<file path="src/rtl/elapsed_up_timer_pkg.sv">
// Package: timer_pkg
// Purpose: Shared types and constants for the elapsed up-timer.
//   - state_t: the controller states IDLE / RUN / HOLD / DONE.
//   - DIGIT_W: the digit bus width.
//   - UNITS_MAX_DEF / TENS_MAX_DEF: the default digit terminal values.
//   - is_valid_target(): checks a target against the digit terminal values.
package timer_pkg;

    localparam int unsigned DIGIT_W       = 4;
    localparam int unsigned UNITS_MAX_DEF = 9;
    localparam int unsigned TENS_MAX_DEF  = 5;

    typedef enum logic [1:0] {
        IDLE = 2'd0,
        RUN  = 2'd1,
        HOLD = 2'd2,
        DONE = 2'd3
    } state_t;

    // A target is usable only when both digits are within their terminal values.
    function automatic logic is_valid_target(
        input logic [DIGIT_W-1:0] units,
        input logic [DIGIT_W-1:0] tens,
        input int unsigned        units_max = UNITS_MAX_DEF,
        input int unsigned        tens_max  = TENS_MAX_DEF
    );
        return (32'(units) <= units_max) && (32'(tens) <= tens_max);
    endfunction

endpackage

</file>
<file path="src/rtl/elapsed_up_timer_if.sv">
// Interface: elapsed_up_timer_if
// Purpose: Command and status bundle between the zone controller and the timer.
// Modports:
//   master - controller side: drives tick/start/pause/stop/target_*, reads status.
//   slave  - timer side: reads commands, drives units/tens/running/done/rollover.
interface elapsed_up_timer_if #(
    parameter int unsigned DIGIT_W = timer_pkg::DIGIT_W
);
    logic               tick;
    logic               start;
    logic               pause;
    logic               stop;
    logic [DIGIT_W-1:0] target_units;
    logic [DIGIT_W-1:0] target_tens;
    logic [DIGIT_W-1:0] units;
    logic [DIGIT_W-1:0] tens;
    logic               running;
    logic               done;
    logic               rollover;

    modport master (
        output tick, start, pause, stop, target_units, target_tens,
        input  units, tens, running, done, rollover
    );

    modport slave (
        input  tick, start, pause, stop, target_units, target_tens,
        output units, tens, running, done, rollover
    );
endinterface

</file>
<file path="src/rtl/elapsed_up_timer_digit.sv">
// Module: digit_up_counter
// Purpose: One mod-(MAX+1) decimal-style digit for the cascaded up-timer.
// Ports:
//   clock     - system clock (rising edge)
//   reset     - synchronous active-high reset, q -> 0
//   clear     - synchronous clear, q -> 0 (overrides counting)
//   enable    - count enable for this cycle
//   carry_in  - increment request from the lower digit (tie high for units)
//   q         - registered digit value
//   carry_out - combinational: q==MAX && enable && carry_in
module digit_up_counter #(
    parameter int unsigned MAX     = timer_pkg::UNITS_MAX_DEF,
    parameter int unsigned DIGIT_W = timer_pkg::DIGIT_W
) (
    input  logic               clock,
    input  logic               reset,
    input  logic               clear,
    input  logic               enable,
    input  logic               carry_in,
    output logic [DIGIT_W-1:0] q,
    output logic               carry_out
);
    logic at_max;

    assign at_max    = (q == DIGIT_W'(MAX));
    assign carry_out = at_max && enable && carry_in;

    always_ff @(posedge clock) begin
        if (reset || clear) begin
            q <= '0;
        end else if (enable && carry_in) begin
            q <= at_max ? '0 : q + DIGIT_W'(1);
        end
    end
endmodule

</file>
<file path="src/rtl/elapsed_up_timer.sv">
// Module: elapsed_up_timer
// Purpose: Two-digit cascaded elapsed-time up counter with start/pause/stop
//   control and a latched completion target. Counts one step per tick.
// Ports:
//   clock - system clock (rising edge)
//   reset - synchronous active-high reset
//   bus   - elapsed_up_timer_if.slave:
//           tick, start, pause, stop, target_units, target_tens (inputs)
//           units, tens, running, done, rollover                (outputs)
// Build option:
//   ELAPSED_UP_TIMER_AUTORELOAD_EN - on target match the count restarts from
//   00 on the same edge and the timer keeps running, giving a periodic done.
module elapsed_up_timer #(
    parameter int unsigned UNITS_MAX = timer_pkg::UNITS_MAX_DEF,
    parameter int unsigned TENS_MAX  = timer_pkg::TENS_MAX_DEF,
    parameter int unsigned DIGIT_W   = timer_pkg::DIGIT_W
) (
    input  logic               clock,
    input  logic               reset,
    elapsed_up_timer_if.slave  bus
);
    import timer_pkg::*;

    state_t             state_q, state_d;
    logic [DIGIT_W-1:0] tgt_units_q, tgt_tens_q;
    logic [DIGIT_W-1:0] units_q, tens_q;
    logic [DIGIT_W-1:0] units_next, tens_next;
    logic               units_co, tens_co;
    logic               idle_like, begin_run, count_en;
    logic               tgt_nonzero, match, clear;
    logic               running_q, done_q, rollover_q;

    assign idle_like = (state_q == IDLE) || (state_q == DONE);
    assign begin_run = bus.start && !bus.stop && idle_like;

    // Any command in the same cycle swallows the tick, including an ignored start.
    assign count_en = (state_q == RUN) && bus.tick &&
                      !bus.stop && !bus.start && !bus.pause;

    // Post-increment value, used only when count_en is high.
    assign units_next = units_co ? '0 : units_q + DIGIT_W'(1);
    assign tens_next  = tens_co  ? '0 : (units_co ? tens_q + DIGIT_W'(1) : tens_q);

    assign tgt_nonzero = (tgt_units_q != '0) || (tgt_tens_q != '0);
    assign match       = count_en && tgt_nonzero &&
                         (units_next == tgt_units_q) && (tens_next == tgt_tens_q);

`ifdef ELAPSED_UP_TIMER_AUTORELOAD_EN
    assign clear = bus.stop || begin_run || match;
`else
    assign clear = bus.stop || begin_run;
`endif

    digit_up_counter #(.MAX(UNITS_MAX), .DIGIT_W(DIGIT_W)) u_units (
        .clock     (clock),
        .reset     (reset),
        .clear     (clear),
        .enable    (count_en),
        .carry_in  (1'b1),
        .q         (units_q),
        .carry_out (units_co)
    );

    digit_up_counter #(.MAX(TENS_MAX), .DIGIT_W(DIGIT_W)) u_tens (
        .clock     (clock),
        .reset     (reset),
        .clear     (clear),
        .enable    (count_en),
        .carry_in  (units_co),
        .q         (tens_q),
        .carry_out (tens_co)
    );

    always_ff @(posedge clock) begin
        if (reset) begin
            state_q <= IDLE;
        end else begin
            state_q <= state_d;
        end
    end

    always_comb begin
        state_d = state_q;
        if (bus.stop) begin
            state_d = IDLE;
        end else if (bus.start) begin
            if (idle_like || state_q == HOLD) begin
                state_d = RUN;
            end
        end else if (bus.pause) begin
            if (state_q == RUN) begin
                state_d = HOLD;
            end
        end else if (match) begin
`ifdef ELAPSED_UP_TIMER_AUTORELOAD_EN
            state_d = RUN;
`else
            state_d = DONE;
`endif
        end
    end

    // Target is captured only when a fresh run begins; invalid targets become free-run.
    always_ff @(posedge clock) begin
        if (reset) begin
            tgt_units_q <= '0;
            tgt_tens_q  <= '0;
        end else if (begin_run) begin
            if (is_valid_target(bus.target_units, bus.target_tens, UNITS_MAX, TENS_MAX)) begin
                tgt_units_q <= bus.target_units;
                tgt_tens_q  <= bus.target_tens;
            end else begin
                tgt_units_q <= '0;
                tgt_tens_q  <= '0;
            end
        end
    end

    // Flags register alongside the count so they line up with the new digits.
    always_ff @(posedge clock) begin
        if (reset) begin
            running_q  <= 1'b0;
            done_q     <= 1'b0;
            rollover_q <= 1'b0;
        end else begin
            running_q  <= (state_d == RUN);
            done_q     <= match;
            rollover_q <= count_en && tens_co;
        end
    end

    assign bus.units    = units_q;
    assign bus.tens     = tens_q;
    assign bus.running  = running_q;
    assign bus.done     = done_q;
    assign bus.rollover = rollover_q;
endmodule

</file>
<file path="src/flat_wrapper.sv">
// flat-port wrapper written by rule: the top's interface ports become plain ports
module elapsed_up_timer_flat import timer_pkg::*;
#(
    parameter int unsigned UNITS_MAX = timer_pkg::UNITS_MAX_DEF,
    parameter int unsigned TENS_MAX  = timer_pkg::TENS_MAX_DEF,
    parameter int unsigned DIGIT_W   = timer_pkg::DIGIT_W
)
  (clock, reset, bus_tick, bus_start, bus_pause, bus_stop, bus_target_units, bus_target_tens, bus_units, bus_tens, bus_running, bus_done, bus_rollover);
  elapsed_up_timer_if #(.DIGIT_W(DIGIT_W)) bus_i ();
  input  logic clock;
  input  logic reset;
  input wire logic [$bits(bus_i.tick)-1:0] bus_tick;
  input wire logic [$bits(bus_i.start)-1:0] bus_start;
  input wire logic [$bits(bus_i.pause)-1:0] bus_pause;
  input wire logic [$bits(bus_i.stop)-1:0] bus_stop;
  input wire logic [$bits(bus_i.target_units)-1:0] bus_target_units;
  input wire logic [$bits(bus_i.target_tens)-1:0] bus_target_tens;
  output wire logic [$bits(bus_i.units)-1:0] bus_units;
  output wire logic [$bits(bus_i.tens)-1:0] bus_tens;
  output wire logic [$bits(bus_i.running)-1:0] bus_running;
  output wire logic [$bits(bus_i.done)-1:0] bus_done;
  output wire logic [$bits(bus_i.rollover)-1:0] bus_rollover;
  assign bus_i.tick = bus_tick;
  assign bus_i.start = bus_start;
  assign bus_i.pause = bus_pause;
  assign bus_i.stop = bus_stop;
  assign bus_i.target_units = bus_target_units;
  assign bus_i.target_tens = bus_target_tens;
  assign bus_units = bus_i.units;
  assign bus_tens = bus_i.tens;
  assign bus_running = bus_i.running;
  assign bus_done = bus_i.done;
  assign bus_rollover = bus_i.rollover;
  elapsed_up_timer #(.UNITS_MAX(UNITS_MAX), .TENS_MAX(TENS_MAX), .DIGIT_W(DIGIT_W)) u_core (.clock(clock), .reset(reset), .bus(bus_i));
endmodule
</file>
<file path="config.mk">
export PLATFORM = sky130hd
export DESIGN_NAME = elapsed_up_timer_flat
export DESIGN_NICKNAME = d
export VERILOG_FILES = /design/src/rtl/elapsed_up_timer_pkg.sv /design/src/rtl/elapsed_up_timer_if.sv /design/src/rtl/elapsed_up_timer_digit.sv /design/src/rtl/elapsed_up_timer.sv /design/src/flat_wrapper.sv
export SDC_FILE = /design/constraint.sdc
export NUM_CORES = 1
export LEC_CHECK = 0
export ABC_AREA = 0
export CORE_AREA = 5 5 57 59
export CTS_CLUSTER_SIZE = 40
export DETAILED_ROUTE_END_ITERATION = 6
export DIE_AREA = 0 0 62 64
export PLACE_DENSITY = 0.75
export SYNTH_ARGS = -nofsm -noshare
export SYNTH_HDL_FRONTEND = slang
export SYNTH_SLANG_ARGS = --single-unit
export TNS_END_PERCENT = 50
</file>
<file path="constraint.sdc">
create_clock -name clock -period 3.2 [get_ports clock]
set_input_delay 0.32 -clock clock [delete_from_list [all_inputs] [get_ports clock]]
set_output_delay 0.32 -clock clock [all_outputs]
set_load 0.03 [all_outputs]
</file>
==> flow_summary.ini <==
[run_status]
outcome = finished, final reports clean

[cts]
cts_repair_resize_count = 0
cts_buffer_depth = 2
htreeDepth = 1
cts_tree = built
cts.hold.buffers_added = 0
cts.root.buffer_cell = sky130_fd_sc_hd__clkbuf_4
cts_sinks = 21
post_cts.repair.setup_buffers = 0
cts_buffers = 3
clock_slew_at_the_register_clock_pins_of_the_worst_setup_and_hold_paths_ps = 120
clkLatencyLatePin_ps = 310

[sta]
fmaxAchievable_mhz = 347
slew-limit-headroom = 0.512
final-hold-violation-count = 0
setup_violations = 0
maxSlewViolCount = 0
fin_clk_skew_ps = 4.00
final_period_minus_worst_setup_slack_ps = 2880
totalNegativeSetupSlack_ps = 0
max_slew.worst_pin.slew_ps = 728
period_utilisation_layout = 0.900
unrepaired_setup_endpoints_after_global_routing = false

[worst_setup_path]
cp.required_ps = 3420
critical_path_arrival_ps = 3110
crit_slowest_cell = sky130_fd_sc_hd__or4_4
crit_chain = inv_1 -> ha_1 -> or4b_4 -> or4_4 -> a21o_1 -> a211o_1 -> nor4_4 -> o41ai_1 -> and2_1
cp-end-kind = flop
worst_r2r_startpoint = u_core.state_q[1]
r2r.worst_path.cells = 9
crit_type = reg2reg
timing.critical_path.fanout_max = 8
setup.worst_path.start = u_core.state_q[1]
slowest_delay_ps = 550
cp-start-kind = flop
ff2ff_setup_slack_ps = 320
timing.rr.end = u_core.bus.running

[hold_path]
worst_hold_path.endpoint = u_core.tgt_tens_q[0]
hold_start = u_core.tgt_tens_q[0]
hold-path-cell-count = 2
hp-class = reg2reg

[synthesis]
warning_count_from_the_yosys_run = 0
synth_ff_type = sky130_fd_sc_hd__dfxtp_1
netlist_area_before_placement_sq_um = 1270
synth_top_area_share = 0.331
synth-edff-count = 0
seq_total_area_yosys = 0.331
synthesis.area_per_instance_sq_um = 8.30
mappedNetlistNets = 175
synth_area_leader_cell = sky130_fd_sc_hd__dfxtp_1
ys_seq_elements = 21
ys_top_cells_by_area = sky130_fd_sc_hd__dfxtp_1 33%, sky130_fd_sc_hd__ha_1 7.9%, sky130_fd_sc_hd__a21oi_1 4.7%
synthesis.instances = 153
asyncSetResetFlopFracSynth = 0
netlist-cell-type-count = 44

[place]
place_congestion = 0.843
count_of_buffers_from_port_buffering = 24
dp.final_hpwl_mm = 2.26
placedInstanceArea_sq_um = 1550

[grt]
grt_overflow = 0
first_global_vias = 1124
grt_max_degree = 14
wire_length_of_the_first_global_routing_pass_mm = 4.80
track_usage = 0.158
initial_antenna_violation_count = 0

[layout]
final_net_count = 203
layout_commonest_cell = sky130_fd_sc_hd__clkdlybuf4s50_1
area_growth_pct = 24.3
drive_above_1_share = 0.0889
mostFrequentLayoutCells = 24 x sky130_fd_sc_hd__clkdlybuf4s50_1, 21 x sky130_fd_sc_hd__dfxtp_1, 15 x sky130_fd_sc_hd__nor2_1
final_cell_area_sq_um = 1580
diodes = 0

[detailed_routing]
drt_wirelength_mm = 2.88
routed-via-count = 1175
vias_per_cell = 5.57
drt-pass1-iter-count = 4
ant_nets = 0
drc = 0
drt_iter0_markers = 43
avgRoutedWirePerCell_um = 13.7

[floorplanning]
die-width_um = 62
io_pins = 25
die_height_um = 64
starting_utilization_of_the_core_area = 0.477
floorplan.die_area_sq_um = 3970
number_of_core_rows = 19
core-area_sq_um = 2660

[power_and_ir_drop]
max-vdd-ir-drop_v = 0.000309
cellPowerDensity_nw_per_um2 = 291
power.static_leakage_nw = 0.521

[job]
cap_viol_max_count = 0
metrics by stage:
stage	total power, mW	utilization	worst slack [ps]	instances	hold WS, ps
2_1_floorplan	0.301	-	445	153	392
3_3_place_gp	0.328	0.582	170	207	460
3_5_place_dp	0.330	0.582	101	207	463
4_1_cts	0.463	0.593	323	211	479
5_1_grt	0.480	0.593	152	211	525
6_report	0.459	0.593	319	211	481
final cells by class:
cell class	instances	area (sq um)
Clock buffer	3	22.5
Clock inverter	1	7.51
Fill cell	243	1080
Inverter	8	30.0
Multi-Input combinational cell	118	782
Sequential cell	21	420
Tap cell	31	38.8
Timing Repair Buffer	29	278
how the worst max path moves through the flow:
stage / end / slack [ps] / depth (start not counted)
floorplan: u_core.bus.running / 440 / 10
global placement: u_core.bus.running / 170 / 8
detailed placement: u_core.bus.running / 100 / 8
CTS: u_core.bus.running / 320 / 9
global route: u_core.bus.running / 150 / 9
finish: u_core.bus.running / 320 / 9
critical path: cells and delay by family (launching register included):
family,cells,cell delay [ps]
buffers and inverters,1,110
DFF,1,360
adders and majority gates,1,160
AOI/OAI and AO/OA,3,600
and+or+nand+nor,4,1550
sequential cells by signal, summed over array words and instances, names as in the netlist:
signal / cells
u_core.bus.rollover: 1
u_core.u_tens.q: 4
u_core.bus.running: 1
u_core.tgt_units_q: 4
u_core.tgt_tens_q: 4
u_core.u_units.q: 4
u_core.bus.done: 1
u_core.state_q: 2
where the power goes:
part | internal [mW] | switching (mW) | leakage [nW]
sequential | 0.265 | 0.00371 | 0.170
clock | 0.0478 | 0.0865 | 0.0139
combinational | 0.0288 | 0.0272 | 0.337
logic make-up (layout without fill, tap and decap cells):
family | after synthesis | in the layout | share of synthesized area
xor gates and xnor gates | 4 | 4 | 0.0276
adders and majority gates | 8 | 8 | 0.0788
AOI/OAI and AO/OA | 33 | 33 | 0.177
buffers and inverters | 14 | 41 | 0.0532
and+or+nand+nor | 69 | 69 | 0.300
muxes | 4 | 4 | 0.0325
DFF | 21 | 21 | 0.331
routing by layer:
layer  vias to the layer above  GRT usage  wire [um]
met5                         -          0          0
li1                        603          -          -
met4                         0     0.0477         26
met3                         2     0.0443        186
met2                        46      0.259       1370
met1                       524      0.195       1300
Yosys cell counts (2+ instances only):
| cell | count |
|---|---|
| sky130_fd_sc_hd__nor3_1 | 5 |
| sky130_fd_sc_hd__inv_1 | 8 |
| sky130_fd_sc_hd__dfxtp_1 | 21 |
| sky130_fd_sc_hd__nand2b_1 | 2 |
| sky130_fd_sc_hd__ha_1 | 8 |
| sky130_fd_sc_hd__xnor2_1 | 3 |
| sky130_fd_sc_hd__clkbuf_1 | 4 |
| sky130_fd_sc_hd__o21a_1 | 2 |
| sky130_fd_sc_hd__mux2i_1 | 3 |
| sky130_fd_sc_hd__o21ai_0 | 4 |
| sky130_fd_sc_hd__nor4_1 | 2 |
| sky130_fd_sc_hd__or3_1 | 2 |
| sky130_fd_sc_hd__nand3_1 | 11 |
| sky130_fd_sc_hd__nand2_1 | 14 |
| sky130_fd_sc_hd__and3b_1 | 2 |
| sky130_fd_sc_hd__a211oi_1 | 5 |
| sky130_fd_sc_hd__nor2b_1 | 4 |
| sky130_fd_sc_hd__nor2_1 | 15 |
| sky130_fd_sc_hd__a21oi_1 | 12 |
| sky130_fd_sc_hd__buf_6 | 2 |
Power figures use the tool's default switching activity.
